$ cat src/rtl/encoder_pkg.sv
// Shared constants and helpers for the registered priority encoder.
package encoder_pkg;

    localparam int MODE_FIXED = 0;
    localparam int MODE_RR    = 1;
    localparam int MAX_N      = 64;

    // More than one bit set exactly when clearing the lowest set bit leaves something behind.
    function automatic logic popcount_gt1(input logic [MAX_N-1:0] v);
        return (v & (v - 1'b1)) != '0;
    endfunction

endpackage

$ cat src/rtl/prio_enc_core.sv
// Combinational N-to-log2(N) encoder; the highest set index wins, idx=0 when nothing is set.
module prio_enc_core #(
    parameter  int N     = 8,
    localparam int IDX_W = $clog2(N)
) (
    input  logic [N-1:0]     vec,
    output logic [IDX_W-1:0] idx,
    output logic             any
);

    always_comb begin
        idx = '0;
        for (int i = 0; i < N; i++) begin
            if (vec[i]) begin
                idx = IDX_W'(i);
            end
        end
    end

    assign any = |vec;

endmodule

$ cat src/rtl/prio_encoder_rr_pipe.sv
// Registered priority encoder with fixed or round-robin selection and a one-deep
// valid/ready output stage.
module prio_encoder_rr_pipe
    import encoder_pkg::*;
#(
    parameter  int N     = 8,
    parameter  int MODE  = 0,
    localparam int IDX_W = $clog2(N)
) (
    input  logic             clk,
    input  logic             rst,
    input  logic             in_valid,
    output logic             in_ready,
    input  logic [N-1:0]     in_vec,
    output logic             out_valid,
    input  logic             out_ready,
    output logic [IDX_W-1:0] out_idx,
    output logic             out_zero,
    output logic             out_multi
);

    logic [N-1:0]     req;
    logic             accept;
    logic [N-1:0]     core_vec;
    logic [IDX_W-1:0] core_idx;
    logic             core_any;
    logic [IDX_W-1:0] win_idx;

    assign req      = in_valid ? in_vec : '0;
    assign in_ready = !out_valid || out_ready;
    assign accept   = in_valid && in_ready;

    prio_enc_core #(.N(N)) u_core (
        .vec (core_vec),
        .idx (core_idx),
        .any (core_any)
    );

    generate
        if (MODE == MODE_RR) begin : g_rr
            logic [IDX_W-1:0] rr_ptr;
            logic [N-1:0]     rot;
            logic [IDX_W-1:0] offset;
            logic [IDX_W:0]   sum;

            // rot[k] = req[(rr_ptr + k) mod N]; reversing it turns the core's
            // highest-wins search into a lowest-k-first scan starting at rr_ptr.
            assign rot = N'({req, req} >> rr_ptr);
            for (genvar gi = 0; gi < N; gi++) begin : g_rev
                assign core_vec[gi] = rot[N-1-gi];
            end

            assign offset  = IDX_W'(N - 1) - core_idx;
            assign sum     = {1'b0, rr_ptr} + {1'b0, offset};
            assign win_idx = (sum >= (IDX_W+1)'(N)) ? IDX_W'(sum - (IDX_W+1)'(N))
                                                    : sum[IDX_W-1:0];

            always_ff @(posedge clk or posedge rst) begin
                if (rst) begin
                    rr_ptr <= '0;
                end else if (accept && core_any) begin
                    rr_ptr <= (win_idx == IDX_W'(N - 1)) ? '0 : win_idx + 1'b1;
                end
            end
        end else begin : g_fixed
            assign core_vec = req;
            assign win_idx  = core_idx;
        end
    endgenerate

    // A take without a new accept only drops out_valid; the payload is left as-is.
    always_ff @(posedge clk or posedge rst) begin
        if (rst) begin
            out_valid <= 1'b0;
            out_idx   <= '0;
            out_zero  <= 1'b0;
            out_multi <= 1'b0;
        end else if (accept) begin
            out_valid <= 1'b1;
            out_idx   <= core_any ? win_idx : '0;
            out_zero  <= !core_any;
            out_multi <= popcount_gt1(MAX_N'(req));
        end else if (out_ready) begin
            out_valid <= 1'b0;
        end
    end

endmodule
$ cat config.mk
export PLATFORM = sky130hd
export DESIGN_NAME = prio_encoder_rr_pipe
export DESIGN_NICKNAME = d
export VERILOG_FILES = /design/src/rtl/encoder_pkg.sv /design/src/rtl/prio_enc_core.sv /design/src/rtl/prio_encoder_rr_pipe.sv
export SDC_FILE = /design/constraint.sdc
export NUM_CORES = 1
export LEC_CHECK = 0
export CORE_AREA = 2 2 39 41
export CTS_BUF_LIST = sky130_fd_sc_hd__clkbuf_8
export DETAILED_ROUTE_END_ITERATION = 16
export DIE_AREA = 0 0 41 43
export PLACE_DENSITY = 0.65
export SLEW_MARGIN = 40
export SYNTH_ARGS = -nofsm -noshare
export SYNTH_HDL_FRONTEND = slang
export SYNTH_HIERARCHICAL = 1
export SYNTH_SLANG_ARGS = --single-unit
$ cat constraint.sdc
create_clock -name clk -period 1.8 [get_ports clk]
set_input_delay 0.36 -clock clk [delete_from_list [all_inputs] [get_ports clk]]
set_output_delay 0.36 -clock clk [all_outputs]
set_load 0.01 [all_outputs]
* Word-level counts from Yosys, hierarchy flattened *
Cells that the tools add are included.

operators by class
  reduce and logical (&&, ||, !) cells = 7
  mux-type cells = 11
  bitwise operators = 1
  $add $sub $neg = 1

operators with widths
  operator                                                            number
  8-bit by 64-bit bitwise AND with 64-bit output                      1
  64-bit nonzero test                                                 1
  3-bit two-way mux                                                   5
  8-bit by 1-bit subtractor with 9-bit output, second input constant  1
  8-bit two-way mux                                                   1
  8-bit OR reduction                                                  1
  2-bit two-way mux                                                   2
  1-bit two-way mux                                                   3
  1-bit zero test                                                     2
  2-bit nonzero test                                                  1
  1-bit logical AND                                                   1
  1-bit logical OR                                                    1

word-level totals
  output and inout bits = 7
  bits in registers = 6
  input bits = 12

* Depth between registers and ports, before layout *
  depth after elaboration = 9
  mapped depth = 7

* Cells and area by module *
The synthesis kept the hierarchy.

by module, submodules not included
  module                area an instance (um^2)  times used  cells an instance
  prio_encoder_rr_pipe  372.9                    1           43
  prio_enc_core         66.3                     1           12

* Worst setup path after synthesis *
No wires, ideal clock.

  path kind = input -> register
  from = input port in_vec[3]
  to = register out_multi
  setup slack = 0.247 ns
  stages = 4
  library setup time = 0.129 ns
  data arrival time = 1.424 ns
  path buffers = 0
  path through = or4_4 nor4_2 nor3b_1 a2111o_1

between the ends
  cells in the longest elaborated chain, start to end = 4

RTL lines
  what                                              line                        source
  start: declaration                                prio_encoder_rr_pipe.sv:14  input logic [N-1:0] in_vec,
  8-bit two-way mux *                               prio_encoder_rr_pipe.sv:29  assign req = in_valid ? in_vec : '0;
  8-bit by 1-bit subtractor with 9-bit output       encoder_pkg.sv:10           return (v & (v - 1'b1)) != '0;
  8-bit by 64-bit bitwise AND with 64-bit output *  encoder_pkg.sv:10
  64-bit nonzero test *                             encoder_pkg.sv:10
  end signal: assignment                            prio_encoder_rr_pipe.sv:82  out_multi <= popcount_gt1(MAX_N'(req));
  end: declaration                                  prio_encoder_rr_pipe.sv:19  output logic out_multi

Mark *: on every way between the ends. The rest lies on a longest branch, timed or not.
A chain may end at the register's enable or synchronous reset.

* Worst setup path in the final report *
Same ends and word-level chain as after synthesis.

==> metrics.md <==
| Metric | Value |
|---|---|
| Status | finished, final reports clean |
| Overflow after GRT | 0 |
| # port buffers | 18 |
| First-pass GRT wire length | 1610 um |
| Hold-fix buffers, CTS | 0 |
| DRC Markers | 0 |
| # setup viols final | 0 |
| Final GP Congestion | 0.753 |
| Worst Reg-to-Reg Cells | 5 |
| WP data required | 1.90 ns |
| RSZ-0062 raised after global routing | false |
| Worst hold path type | input port to asynchronous set/reset pin |
| Clock latency on the worst-skew pair | 0.22 ns |
| Seq/Total Area, Yosys | 34.2% |
| Ports | 19 |
| Actual slew at the worst max-slew pin | 0.230 ns |
| R2r setup slk | 0.55 ns |
| Unique masters post-synth | 23 |
| Crit path DAT | 1.85 ns |
| Crit path launch type | input port |
| Max-slew violation count | 0 |
| DP Wirelength | 810 um |
| Power Dens Cells | 693 nW/um^2 |
| Mapped Area | 439 um^2 |
| Final hold violations | 0 |
| M3 GR Usage | 1.57% |
| Vias | 471 |
| Vias/cell | 4.86 |
| Asr flop ratio synth | 100% |
| WL final | 999 um |
| Mapped Cells | 55 |
| H-tree depth | 1 |
| TritonCTS Buffers | 3 |
| Largest net degree at the start of global routing | 12 |
| Layout cells sized above 1 | 21.0% |
| Number of iterations in the first detailed-routing pass | 3 |
| Initial antenna violation count | 0 |
| Peak supply drop | 0.000197 V |
| Vias in the first global route | 438 |
| Ant diodes | 0 |
| Worst r2r src | out_valid |
| Worst r2r dst | out_multi |
| CTS tree | built |
| Layout Skew | 0.00403 ns |
| 1st-iter DRT viols | 5 |
| Part of the cycle the worst path needs | 97.1% |
| Initial Util | 31.7% |
| Total GRT Usage | 13.5% |
| Simple-gate share of the synthesized area | 36.2% |
| Xor and xnor area share after synthesis | 0% |
| Layout Area Growth over Synthesis | 68.4% |
| EDFF count, synth | 0 |
| Largest family of logic cells by synthesized area | simple AND/OR/NAND/NOR gates |
| Upper clock frequency limit | 0.572 GHz |
| LEAKAGE | 0.331 nW |
| Average wire per standard cell | 10.3 um |
| Avg Cell Area, Syn | 7.98 um^2 |
| Critical Path End Type | flop |
| Commonest register cell after synthesis | dfrtp_1 |
| Compound-Gate Fraction of Synth Area | 25.1% |
| Postcts setup bufs | 0 |
| Longest Clk Path Bufs | 2 |
| Die width | 41 um |
| Syn_nets | 67 |
| Slew HR | 84.6% |
| DRT antenna net count | 0 |
| Fin nets | 95 |
| Adder-Cell Fraction of Synth Area | 0% |
| Final setup TNS | 0 ns |
| CP Max Fanout | 3 |
| Clock slew at reported path FFs | 0.04 ns |
| Register bit total from synthesis | 6 |
| Met1 GRT Util | 14.8% |
| Multiplexer share of the synthesized area | 0% |
| Die area | 1760 um^2 |
| Final core utilization | 53.4% |
| Number of clock sinks | 6 |
| Busiest grt layer | met2 |
| Vert. Die Dim | 43 um |
| Rows | 14 |
| Setup CP Type | input port to flop |
| CTS root buf | clkbuf_8 |
| Max-cap viol count | 0 |
| Synth warn | 6 |
| Met2 usage | 21.9% |
| Tmin final | 1.75 ns |
| Core Footprint | 1380 um^2 |
[registers in the layout (all words and copies together), names as in the netlist]
register,cells
out_idx,3
out_multi,1
out_valid,1
out_zero,1
[cell usage after synthesis (all sizes together), types with 2 or more instances]
| cell type | n | area [um^2] |
|---|---|---|
| nand2 | 10 | 37.5 |
| and2 | 8 | 51.3 |
| dfrtp | 6 | 150 |
| o21ai | 5 | 25.0 |
| a211oi | 4 | 35.0 |
| nor2 | 4 | 15.0 |
| a21oi | 3 | 18.8 |
| inv | 3 | 11.3 |
| nand2b | 2 | 12.5 |
| o31ai | 2 | 20.0 |
[worst max path at each step]
stage	start	end	cells past startpoint
floorplan	in_vec[3]	out_multi	4
global placement	in_vec[3]	out_multi	5
detailed placement	in_vec[3]	out_multi	5
CTS	in_vec[3]	out_multi	5
global route	in_vec[3]	out_multi	5
finish	in_vec[3]	out_multi	5
[metrics by stage]
stage / instance area, um^2 / std cells / power, mW / hold slack, ns / setup WS, ns
floorplan: 439 / 55 / 0.228 / 0.151 / 0.247
global placement: 683 / 94 / 0.313 / 0.462 / -0.205
detailed placement: 683 / 94 / 0.316 / 0.471 / -0.218
CTS: 723 / 97 / 0.521 / 0.377 / 0.0179
global route: 739 / 97 / 0.548 / 0.419 / 0.00806
finish: 739 / 97 / 0.513 / 0.364 / 0.0527
[cells in the final DEF (no fill, tap or decap), types with 3 or more instances in the layout]
| cell | n |
|---|---|
| buf_4 | 7 |
| a211oi_1 | 3 |
| and2_1 | 7 |
| clkbuf_8 | 3 |
| nor2_1 | 4 |
| dfrtp_1 | 6 |
| nand2_1 | 10 |
| clkdlybuf4s50_1 | 14 |
| dlymetal6s2s_1 | 3 |
| o21ai_0 | 5 |
[final cells by class]
type / count / area (um^2)
Clock buffer: 3 / 41.3
Fill cell: 140 / 644
Inverter: 3 / 11.3
Multi-Input combinational cell: 44 / 278
Sequential cell: 6 / 150
Tap cell: 16 / 20.0
Timing Repair Buffer: 25 / 239
[critical path, stage by stage]
cell and delay (ns):
clkdlybuf4s50_1 0.41, or4_4 0.45, nor4_4 0.22, nor3b_1 0.08
a2111o_1 0.33
[power by group]
| part | total, mW | internal, mW | switching (mW) |
|---|---|---|---|
| logic | 0.151 | 0.0858 | 0.0655 |
| registers | 0.161 | 0.152 | 0.00825 |
| clock network | 0.201 | 0.144 | 0.0570 |
| total | 0.513 | 0.382 | 0.131 |
[logic make-up (layout without fill, tap and decap cells)]
family	count (synthesis)	after routing
compound gates	15	15
buf+inv	5	31
flops	6	6
simple gates	29	29
[what timing repair did]
action / CTS / global route
setup endpoints to repair: 1 / 1
gates resized for setup: 1 / 4
pin swaps: 0 / 2
[metal layers]
layer / part of all wire (%) / wire length [um] / vias to the layer above
li1: - / - / 247
met1: 41 / 412 / 207
met2: 51 / 509 / 17
met3: 7.7 / 77 / 0
met4: 0 / 0 / 0
met5: 0 / 0 / -
Note: power is estimated with default switching activity, not from simulation.
